File: src/rtl/waveform_renderer.sv
// waveform_renderer
// Display-side consumer of the sample capture buffer. It drives the buffer
// column address from the current pixel position. It converts the returned
// samples into trace rows, and joins consecutive columns with vertical
// segments. It classifies each pixel as background, grid or trace, and
// publishes the per-frame min/max trace rows seen on pixel row 0.
//
// Optional feature: define TRACE_GRID_EN to draw the graticule (class 01).
// Without it no grid logic exists and pixelClass is only ever 00 or 10.
//
// Handshake: pixelValid qualifies pixelX/pixelY in the same cycle. There is no
// ready, because the renderer never stalls. pixelValidOut qualifies pixelClass
// for the pixel presented exactly three clocks earlier. Invalid cycles travel
// through as bubbles and change no state.

module waveform_renderer #(
    parameter int SAMPLE_W    = 14,
    parameter int X_W         = 11,
    parameter int Y_W         = 10,
    parameter int H_ACTIVE    = 800,
    parameter int V_ACTIVE    = 480,
    parameter int SCALE_SHIFT = 5
) (
    input  logic                clock,
    input  logic                reset,
    input  logic [X_W-1:0]      pixelX,
    input  logic [Y_W-1:0]      pixelY,
    input  logic                pixelValid,
    input  logic                frameStart,
    output logic [X_W-1:0]      sampleX,
    input  logic [SAMPLE_W-1:0] screenData,
    output logic [1:0]          pixelClass,
    output logic                pixelValidOut,
    output logic [Y_W-1:0]      traceMinRow,
    output logic [Y_W-1:0]      traceMaxRow
);

    localparam logic [Y_W-1:0]      ROW_MAX = Y_W'(V_ACTIVE - 1);
    localparam logic [SAMPLE_W-1:0] RAW_MAX = SAMPLE_W'(V_ACTIVE - 1);
    localparam logic [X_W-1:0]      X_LIMIT = X_W'(H_ACTIVE);
    localparam logic [Y_W-1:0]      Y_LIMIT = Y_W'(V_ACTIVE);

    localparam logic [1:0] CLASS_BG    = 2'b00;
    localparam logic [1:0] CLASS_TRACE = 2'b10;
`ifdef TRACE_GRID_EN
    localparam logic [1:0]     CLASS_GRID = 2'b01;
    localparam logic [X_W-1:0] GRID_DX    = X_W'(80);
    localparam logic [Y_W-1:0] GRID_DY    = Y_W'(60);
    localparam logic [X_W-1:0] EDGE_X     = X_W'(H_ACTIVE - 1);
    localparam logic [X_W-1:0] CENTRE_X   = X_W'(H_ACTIVE / 2);
    localparam logic [Y_W-1:0] CENTRE_Y   = Y_W'(V_ACTIVE / 2);
`endif

    // Stage 1: coordinates registered alongside the buffer address.
    logic                s1_valid_q, s1_valid_d;
    logic [X_W-1:0]      s1_x_q, s1_x_d;
    logic [Y_W-1:0]      s1_y_q, s1_y_d;

    // Stage 2: coordinates plus the sample returned for them.
    logic                s2_valid_q, s2_valid_d;
    logic [X_W-1:0]      s2_x_q, s2_x_d;
    logic [Y_W-1:0]      s2_y_q, s2_y_d;
    logic [SAMPLE_W-1:0] s2_data_q, s2_data_d;

    // Stage 3: classified output.
    logic [1:0]          pixel_class_q, pixel_class_d;
    logic                pixel_valid_out_q, pixel_valid_out_d;

    // Segment-joining context for the current line.
    logic [Y_W-1:0]      prev_row_q, prev_row_d;
    logic [X_W-1:0]      last_x_q, last_x_d;
    logic                have_prev_q, have_prev_d;

    // Frame min/max accumulators and their published copies.
    logic [Y_W-1:0]      acc_min_q, acc_min_d;
    logic [Y_W-1:0]      acc_max_q, acc_max_d;
    logic [Y_W-1:0]      pub_min_q, pub_min_d;
    logic [Y_W-1:0]      pub_max_q, pub_max_d;

    // Stage-3 intermediate values.
    logic [SAMPLE_W-1:0] raw_row;
    logic [SAMPLE_W-1:0] clamped_row;
    logic [Y_W-1:0]      row;
    logic                in_range;
    logic                live_pixel;
    logic                new_line;
    logic [Y_W-1:0]      seg_start;
    logic [Y_W-1:0]      seg_lo;
    logic [Y_W-1:0]      seg_hi;
    logic                trace_hit;
    logic                fold;
`ifdef TRACE_GRID_EN
    logic                grid_hit;
`endif

    // Stage 1: capture the incoming pixel and present its column to the buffer.
    always_comb begin
        s1_valid_d = pixelValid;
        s1_x_d     = pixelX;
        s1_y_d     = pixelY;
    end

    // Stage 2: pair the buffer read data with the stage-1 coordinates.
    always_comb begin
        s2_valid_d = s1_valid_q;
        s2_x_d     = s1_x_q;
        s2_y_d     = s1_y_q;
        s2_data_d  = screenData;
    end

    // Stage 3: sample-to-row mapping, segment span and pixel classification.
    always_comb begin
        // Sample 0 lands on the bottom row. Large samples saturate at the top.
        raw_row     = s2_data_q >> SCALE_SHIFT;
        clamped_row = (raw_row > RAW_MAX) ? RAW_MAX : raw_row;
        row         = ROW_MAX - Y_W'(clamped_row);

        in_range   = (s2_x_q < X_LIMIT) && (s2_y_q < Y_LIMIT);
        live_pixel = s2_valid_q && in_range;

        // A column that does not directly follow the last drawn one starts a
        // fresh line, so its segment collapses to a single dot.
        new_line  = !have_prev_q || (s2_x_q == '0) ||
                    (s2_x_q != last_x_q + X_W'(1));
        seg_start = new_line ? row : prev_row_q;
        seg_lo    = (seg_start < row) ? seg_start : row;
        seg_hi    = (seg_start < row) ? row : seg_start;
        trace_hit = (s2_y_q >= seg_lo) && (s2_y_q <= seg_hi);

`ifdef TRACE_GRID_EN
        grid_hit = ((s2_x_q % GRID_DX) == '0) || ((s2_y_q % GRID_DY) == '0) ||
                   (s2_x_q == EDGE_X) || (s2_y_q == ROW_MAX) ||
                   (s2_x_q == CENTRE_X) || (s2_y_q == CENTRE_Y);
`endif

        pixel_valid_out_d = s2_valid_q;
        pixel_class_d     = CLASS_BG;
        if (live_pixel) begin
`ifdef TRACE_GRID_EN
            pixel_class_d = trace_hit ? CLASS_TRACE : (grid_hit ? CLASS_GRID : CLASS_BG);
`else
            pixel_class_d = trace_hit ? CLASS_TRACE : CLASS_BG;
`endif
        end

        // Only in-range pixels move the line context forward.
        prev_row_d  = prev_row_q;
        last_x_d    = last_x_q;
        have_prev_d = have_prev_q;
        if (live_pixel) begin
            prev_row_d  = row;
            last_x_d    = s2_x_q;
            have_prev_d = 1'b1;
        end
    end

    // Frame statistics: fold row-0 trace rows, publish and reload on frameStart.
    always_comb begin
        fold      = live_pixel && (s2_y_q == '0);
        acc_min_d = acc_min_q;
        acc_max_d = acc_max_q;
        pub_min_d = pub_min_q;
        pub_max_d = pub_max_q;
        if (frameStart) begin
            // A row folded in the same cycle belongs to the new frame.
            pub_min_d = acc_min_q;
            pub_max_d = acc_max_q;
            acc_min_d = fold ? row : ROW_MAX;
            acc_max_d = fold ? row : '0;
        end else if (fold) begin
            if (row < acc_min_q) acc_min_d = row;
            if (row > acc_max_q) acc_max_d = row;
        end
    end

    // State registers with synchronous active-low reset that flushes the pipeline.
    always_ff @(posedge clock) begin
        if (!reset) begin
            s1_valid_q        <= 1'b0;
            s1_x_q            <= '0;
            s1_y_q            <= '0;
            s2_valid_q        <= 1'b0;
            s2_x_q            <= '0;
            s2_y_q            <= '0;
            s2_data_q         <= '0;
            pixel_class_q     <= CLASS_BG;
            pixel_valid_out_q <= 1'b0;
            prev_row_q        <= '0;
            last_x_q          <= '0;
            have_prev_q       <= 1'b0;
            acc_min_q         <= ROW_MAX;
            acc_max_q         <= '0;
            pub_min_q         <= ROW_MAX;
            pub_max_q         <= '0;
        end else begin
            s1_valid_q        <= s1_valid_d;
            s1_x_q            <= s1_x_d;
            s1_y_q            <= s1_y_d;
            s2_valid_q        <= s2_valid_d;
            s2_x_q            <= s2_x_d;
            s2_y_q            <= s2_y_d;
            s2_data_q         <= s2_data_d;
            pixel_class_q     <= pixel_class_d;
            pixel_valid_out_q <= pixel_valid_out_d;
            prev_row_q        <= prev_row_d;
            last_x_q          <= last_x_d;
            have_prev_q       <= have_prev_d;
            acc_min_q         <= acc_min_d;
            acc_max_q         <= acc_max_d;
            pub_min_q         <= pub_min_d;
            pub_max_q         <= pub_max_d;
        end
    end

    assign sampleX       = s1_x_q;
    assign pixelClass    = pixel_class_q;
    assign pixelValidOut = pixel_valid_out_q;
    assign traceMinRow   = pub_min_q;
    assign traceMaxRow   = pub_max_q;

endmodule

File: config.mk
export PLATFORM = sky130hd
export DESIGN_NAME = waveform_renderer
export DESIGN_NICKNAME = d
export VERILOG_FILES = /design/src/rtl/waveform_renderer.sv
export SDC_FILE = /design/constraint.sdc
export NUM_CORES = 1
export LEC_CHECK = 0
export BUFFER_PORTS_ARGS = -buffer_cell sky130_fd_sc_hd__buf_2
export CAP_MARGIN = 20
export CORE_MARGIN = 2
export CORE_UTILIZATION = 52
export DETAILED_ROUTE_END_ITERATION = 7
export HOLD_SLACK_MARGIN = 0.08
export PLACE_DENSITY = 0.85
export SLEW_MARGIN = 25
export SYNTH_ARGS = -nofsm -noshare
export SYNTH_HDL_FRONTEND = slang
export SYNTH_SLANG_ARGS = --single-unit
File: constraint.sdc
create_clock -name clock -period 5.42 [get_ports clock]
set_input_delay 0.542 -clock clock [delete_from_list [all_inputs] [get_ports clock]]
set_output_delay 0.542 -clock clock [all_outputs]
set_load 0.1 [all_outputs]
# Word level (Yosys, flattened, before mapping)
# Cells that the tools add are included.
# Widths: inputs -> output; s select.
# word_totals
in_bits	39
register_bits	123
# op_classes
eq_ne	1
n_reduce_logical	15
mux	13
order_cmp	8
addsub	2
# ops
operator	n
$mux 10	11
$lt 10x10->1	2
$add 11x1->11 const B	1
$logic_not 11->1	1
$lt 11x10->1 const B	1
$ne 11x11->1	1
$ge 10x10->1	1
$gt 10x10->1	1
$le 10x10->1	1
$logic_not 10->1	1
$lt 10x9->1 const B	1
$sub 9x9->10 const A	1
$gt 9x9->1 const B	1
$mux 9	1
$reduce_and 2->1	3
$reduce_bool 2->1	3
$logic_and 1x1->1	4
$logic_or 1x1->1	2
$mux 2	1
$logic_not 1->1	1

# Depth between registers and ports, before layout
# Gate-level depths: netlist of run 1.
# depth
depth_word	9
depth_mapped	26

# Worst setup path before layout of run 1
# OpenSTA, ideal clock, no wires.
# synth_timing
path_type	register to register
startpoint	register last_x_q[0]
endpoint	register pixel_class_q[1] (netlist: pixelClass[1])
path_buffers	3
path_slack_ns	0.326
path_stages_with_launch	26
arrival_time_ns	5.034
setup_ns	0.060
cell_sequence	dfxtp_1 ha_1 and4_1 buf_2 nand4_1 xnor2_1 or4_4 a2111oi_4 clkbuf_1 o21ai_0 ha_1 a21o_1 a21o_1 a21oi_1 o211a_1 o21ai_1 and2_1 buf_2 a21oi_1 ha_1 a21oi_1 nor2b_1 o21ai_0 a21oi_1 a211oi_1 o2111a_1
# synth_via
elab_chain_cells	9
# synth_rtl
element	line	rtl
start, declared	71	logic [X_W-1:0] last_x_q, last_x_d;
start signal, assigned	206	last_x_q <= last_x_d;
$add 11x1->11 *	124	(s2_x_q != last_x_q + X_W'(1));
$ne 11x11->1 *	124	
$logic_or 1x1->1 *	123	new_line = !have_prev_q || (s2_x_q == '0) ||
$mux 10 *	125	seg_start = new_line ? row : prev_row_q;
$lt 10x10->1	126, 127	
$mux 10, on equally long branches	126, 127	
$ge 10x10->1 or $le 10x10->1 (tied branches)	128	trace_hit = (s2_y_q >= seg_lo) && (s2_y_q <= seg_hi);
$logic_and 1x1->1 *	128	
$mux 2 *	142	pixel_class_d = trace_hit ? CLASS_TRACE : CLASS_BG;
end signal, assigned	203	pixel_class_q <= pixel_class_d;
end, declared	66	logic [1:0] pixel_class_q, pixel_class_d;
# Mark *: on every way between the ends. The rest lies on a longest branch, timed or not.
# A chain may end at the register's enable or synchronous reset.

# Final worst setup path of run 1
# Same ends and word-level chain as after synthesis.

==> impl_metrics.json, run 1 <==
{
  "drt_iter0_drc": 355,
  "ys_ff_latch": 117,
  "ant_nets": 0,
  "power_switching_share": 0.2537,
  "core-area_um2": 10420,
  "p_comb_frac": 0.115,
  "synth_cell_types": 44,
  "cts_sinks": 117,
  "crit_start": "last_x_q[0]",
  "syn2layout_area_growth_pct": 20.25,
  "async_flop_share": 0,
  "dpl.hpwl_um": 8504,
  "critPathKind": "flip-flop to flip-flop",
  "fin_area_um2": 6760,
  "period_share": 0.9490,
  "ys_seq_area_frac": 0.4166,
  "start_util": 0.5397,
  "globalplace.congestion": 0.8915,
  "drcViolationCount": 0,
  "setup_tns_ns": 0,
  "grt_max_degree": 76,
  "startpoint_type": "flip-flop",
  "yosysTopAreaCellShare": 0.4166,
  "reg2reg_from": "last_x_q[0]",
  "post-place-ws_ns": 0.1032,
  "pwr-share-clk": 0.496,
  "dpl_cell_area_um2": 6078,
  "cts_tree": "done",
  "synth.most_common_cell": "dfxtp_1",
  "clockRootBuffer": "clkbuf_8",
  "fin_nets": 760,
  "finalHoldViolCount": 0,
  "power_mw": 2.357,
  "synth_edf_count": 0,
  "seq_power_share": 0.389,
  "worst-slew-pin-transition_ns": 1.020,
  "grt-ovfl-total": 0,
  "min_period_ns": 5.143,
  "cp-end-kind": "flip-flop",
  "fin_util": 0.6490,
  "endpoint": "pixelClass[1]",
  "yosys.area.top_type": "dfxtp_1",
  "fin_cells": 820,
  "num_vias": 4557,
  "cts.hold.buffers_added": 0,
  "grt_pass1_vias": 4474,
  "drive_gt1_frac": 0.1798,
  "syn_area_um2": 5622,
  "wire_per_inst_um": 15.95,
  "regToRegSetupSlack_ns": 0.28,
  "finalSetupViolCount": 0,
  "antenna_found_initial": 0,
  "die_w_um": 108.0,
  "setup_slack_ns": 0.2766,
  "avgViaCountPerCell": 5.557,
  "max_freq_mhz": 194.4,
  "cts-buffers-inserted": 17,
  "yosysWarnings": 0,
  "status": "finished clean",
  "maxCapViolations": 0,
  "std_cell_rows": 37,
  "synth_fp_nets": 694,
  "rsz0062_at_grt": "false",
  "syn_inst": 605,
  "ios": 73,
  "powerDensity_nw_per_um2": 348.6,
  "critPathMaxFanout": 16,
  "slew_viol_final": 0,
  "internal_power_mw": 1.759,
  "hold_slack_ns": 0.2212,
  "dr.pass1.iters": 7,
  "postSynthAreaPerCell_um2": 9.292,
  "htreeDepth": 4,
  "io_buffers": 66,
  "p_leak_nw": 3.077,
  "die_area_um2": 11660,
  "synthFlopType": "dfxtp_1",
  "arrival_ns": 5.55,
  "grt_pass1_wl_um": 21290,
  "yosys-top-cells-count": "dfxtp_1 (117), and2_1 (55), mux2i_1 (52), ha_1 (50), nor2_1 (49)",
  "ys_top_cells_by_area": "dfxtp_1 (42%), ha_1 (11%), mux2i_1 (9.3%), and2_1 (6.1%), nor2_1 (3.3%)",
  "die_h_um": 108.0,
  "required_ns": 5.83,
  "worst_r2r_endpoint": "pixelClass[1]",
  "wl_um": 13080,
  "hold_path_class": "primary input to flip-flop",
  "num_antenna_cells": 0,
  "slew_headroom": 0.3197,
  "clock_skew_ns": 0.01488,
  "grt_usage": 0.2326,
  "rr_worst_depth": 23,
  "clk_pin_slew_ns": 0.06,
  "dp.cells": 786,
  "clockBufferDepth": 2,
  "switching_power_mw": 0.5978,
  "clock_latency_ns": 0.52,
  "irDropWorstVdd_v": 0.0002202
}
## kinds of logic after synthesis
logic type      share of synthesized area
fa+ha+maj                          0.1113
simple gates                       0.1727
flops                              0.4166
buf+inv                           0.04674
other cells                     0.0006671
xor+xnor                          0.02649
mux                               0.09259
compound gates                     0.1329
## registers in the layout, indices dropped and copies added, names as in the netlist
register,flops
last_x_q,11
s2_y_q,10
acc_max_q,10
acc_min_q,10
traceMinRow,10
prev_row_q,10
s1_y_q,10
pixel_valid_out_d,1
pixelClass,1
s2_x_q,11
pixelValidOut,1
traceMaxRow,10
have_prev_q,1
s1_valid_q,1
s2_data_q,9
sampleX,11
## critical path: stages (launching register included)
cell	delay (ns)
dfxtp_2	0.38
ha_2	0.23
and4_4	0.28
nand4_1	0.12
xnor2_1	0.15
or4_4	0.54
a2111oi_4	0.29
buf_12	0.19
nand2_1	0.05
o21ai_0	0.08
ha_1	0.27
a21o_1	0.16
a21o_1	0.17
a21oi_1	0.16
o211a_1	0.25
o211a_4	0.22
buf_4	0.14
mux2i_1	0.23
ha_1	0.29
a21o_1	0.17
a21o_1	0.19
a21oi_2	0.18
o21ai_0	0.12
o2111a_1	0.16
## cell usage in the layout, fill, tap and decap left out, drive strengths merged, types with 20 or more instances in the layout
cell	netlist	layout
o21ai	20	20
ha	50	50
a21oi	30	30
nand2	47	47
inv	34	35
and2	55	55
nor2	49	49
buf	14	77
clkbuf	17	22
mux2i	52	52
dfxtp	117	117
## power groups by stage
stage               Combinational, mW  Clock (mW)  Sequential [mW]
floorplan                       0.147           0            0.983
global placement                0.250           0            0.932
detailed placement              0.262           0            0.934
CTS                             0.269        1.18            0.916
global route                    0.296        1.22            0.920
finish                          0.271        1.17            0.916
## per-layer routing
layer,vias to the layer above,routed length (µm),track usage
met5,-,0,0
met3,40,671,0.05244
li1,2258,-,-
met2,149,6318,0.3783
met4,0,313,0.1154
met1,2110,5772,0.2909
## layout make-up
class / count / area, µm²
Clock buffer: 21 / 449.2
Clock inverter: 11 / 173.9
Fill cell: 842 / 3656
Inverter: 34 / 127.6
Multi-Input combinational cell: 423 / 3042
Sequential cell: 117 / 2345
Tap cell: 136 / 170.2
Timing Repair Buffer: 78 / 452.9
## worst min path at each step
stage,slack (ns),depth (start not counted),end,from
detailed placement,0.42,1,s2_y_q[0],s1_y_q[0]
CTS,0.22,2,sampleX[0],pixelX[0]
floorplan,0.41,1,pixel_valid_out_d,s1_valid_q
finish,0.22,2,sampleX[1],pixelX[1]
global placement,0.42,1,s2_y_q[9],s1_y_q[9]
global route,0.22,2,sampleX[0],pixelX[0]
## timing repair
action                                 4_1_cts  5_1_grt
setup buffers                                0        1
setup endpoints to repair                    1        1
pin swaps                                    0        1
resized for setup                            2        7
endpoints found under the hold margin        0        0
cloned                                       0        1
No activity file was read; power rests on OpenSTA's default activity.
==> run 2, diff against run 1 <==
PLACE_DENSITY = 0.76   (was 0.85)
==> run 2 against run 1 <==
Compared with the run above:
- routed wire length shrank 6.2%
- power shrank 6.5%
- setup slack lost 0.0097 ns
- clock power shrank 13%
- largest power group unchanged
==> impl_metrics.json, run 2 (same netlist as run 1, synthesis figures left out) <==
{
  "drcViolationCount": 0,
  "min_path_cells": 2,
  "ant_nets": 0,
  "dpl_cell_area_um2": 6063,
  "grt_max_degree": 76,
  "fin_nets": 759,
  "die_w_um": 108.0,
  "drt_iter0_drc": 238,
  "dr.pass1.iters": 5,
  "wl_um": 12270,
  "regToRegSetupSlack_ns": 0.27,
  "worst-slew-pin-transition_ns": 0.8808,
  "layout_commonest_cell": "dfxtp_1",
  "num_vias": 4546,
  "dpl.hpwl_um": 8357,
  "startpoint_type": "flip-flop",
  "irDropWorstVdd_v": 0.0002260,
  "grt_pass1_vias": 4475,
  "worst_r2r_endpoint": "pixelClass[1]",
  "clockRootBuffer": "clkbuf_8",
  "finalSetupViolCount": 0,
  "clock_latency_ns": 0.52,
  "std_cell_rows": 37,
  "htreeDepth": 4,
  "start_util": 0.5397,
  "grt_pass1_wl_um": 20380,
  "power_mw": 2.203,
  "clock_skew_ns": 0.01692,
  "num_antenna_cells": 0,
  "required_ns": 5.84,
  "status": "finished clean",
  "clk_pin_slew_ns": 0.06,
  "io_buffers": 66,
  "p_leak_nw": 3.039,
  "max_freq_mhz": 194.1,
  "die_h_um": 108.0,
  "cp-end-kind": "flip-flop",
  "cts-buffers-inserted": 17,
  "hold_path_class": "primary input to flip-flop",
  "layout_common_cells": "dfxtp_1 (115), buf_2 (65), and2_1 (54)",
  "min_from": "pixelX[4]",
  "hold_slack_ns": 0.2232,
  "min_period_ns": 5.153,
  "drive_gt1_frac": 0.1735,
  "grt_usage": 0.2241,
  "slew_headroom": 0.4128,
  "globalplace.congestion": 0.9131,
  "finalHoldViolCount": 0,
  "critPathMaxFanout": 16,
  "fin_area_um2": 6660,
  "wire_per_inst_um": 15.03,
  "critPathKind": "flip-flop to flip-flop",
  "wl_met3_um": 653,
  "top_layer_used": "met4",
  "met1_length_um": 5342,
  "antenna_found_initial": 0,
  "reg2reg_from": "last_x_q[0]",
  "powerDensity_nw_per_um2": 330.7,
  "maxCapViolations": 0,
  "cts_tree": "done",
  "wl_met2_um": 5815,
  "clockBufferDepth": 2,
  "rr_worst_depth": 24,
  "syn2layout_area_growth_pct": 18.47,
  "min_to": "sampleX[4]",
  "period_share": 0.9508,
  "dp.cells": 784,
  "slew_viol_final": 0,
  "arrival_ns": 5.57,
  "grt-ovfl-total": 0,
  "die_area_um2": 11660,
  "cts_sinks": 117,
  "fin_cells": 816,
  "setup_tns_ns": 0,
  "core-area_um2": 10420,
  "ios": 73,
  "avgViaCountPerCell": 5.571,
  "cts.hold.buffers_added": 0
}
## run 2: worst max-delay path: stages (launching register included)
cell and delay [ns]:
dfxtp_2 0.38, ha_2 0.22, and4_4 0.28, nand4_1 0.11
xnor2_1 0.15, or4_4 0.54, a2111oi_4 0.29, buf_12 0.19
nand2_1 0.06, o21ai_0 0.09, ha_1 0.27, a21o_1 0.15
a21o_1 0.18, a21oi_1 0.17, o211a_1 0.27, a31oi_1 0.12
a31oi_1 0.20, ha_1 0.26, nand2b_1 0.15, a21o_1 0.17
a21o_1 0.17, a21o_1 0.16, a21oi_1 0.18, o21ai_0 0.13
o2111a_1 0.16
## run 2: stage by stage
step / utilization / worst slack (ns)
2_1_floorplan: - / 0.3257
3_3_place_gp: 0.5817 / 0.2386
3_5_place_dp: 0.5821 / 0.04523
4_1_cts: 0.6342 / 0.02264
5_1_grt: 0.6394 / -0.0006199
6_report: 0.6394 / 0.2669
## run 2: layout make-up
type,count,area (µm²)
Inverter,34,127.6
Clock buffer,19,431.7
Tap cell,136,170.2
Multi-Input combinational cell,423,3030
Timing Repair Buffer,77,445.4
Clock inverter,10,110.1
Sequential cell,117,2345
Fill cell,860,3756
## run 2: worst max-delay path by stage
stage / from / to / slack, ns
6_report: last_x_q[0] / pixelClass[1] / 0.27
5_1_grt: last_x_q[0] / pixelClass[1] / -0.0006
4_1_cts: last_x_q[0] / pixelClass[1] / 0.02
3_5_place_dp: last_x_q[0] / pixelClass[1] / 0.05
3_3_place_gp: last_x_q[0] / pixelClass[1] / 0.24
2_1_floorplan: last_x_q[0] / pixelClass[1] / 0.33
## run 2: where the power goes
group | switching [mW] | internal [mW] | total (mW) | leakage [nW]
clock network | 0.368 | 0.652 | 1.02 | 0.257
logic | 0.174 | 0.0921 | 0.267 | 1.82
registers | 0.0224 | 0.894 | 0.916 | 0.960
## run 2: routing by layer
metal	up-vias	global-route usage
met5	-	0
met4	0	0.1209
met3	49	0.05847
met2	159	0.3688
met1	2094	0.2679
li1	2244	-
## run 2: repair_timing
action	in CTS	in global routing
resized for setup	1	7
endpoints found under the setup margin	1	1
buffers inserted	0	2
pin swaps	0	2
cloned	0	1
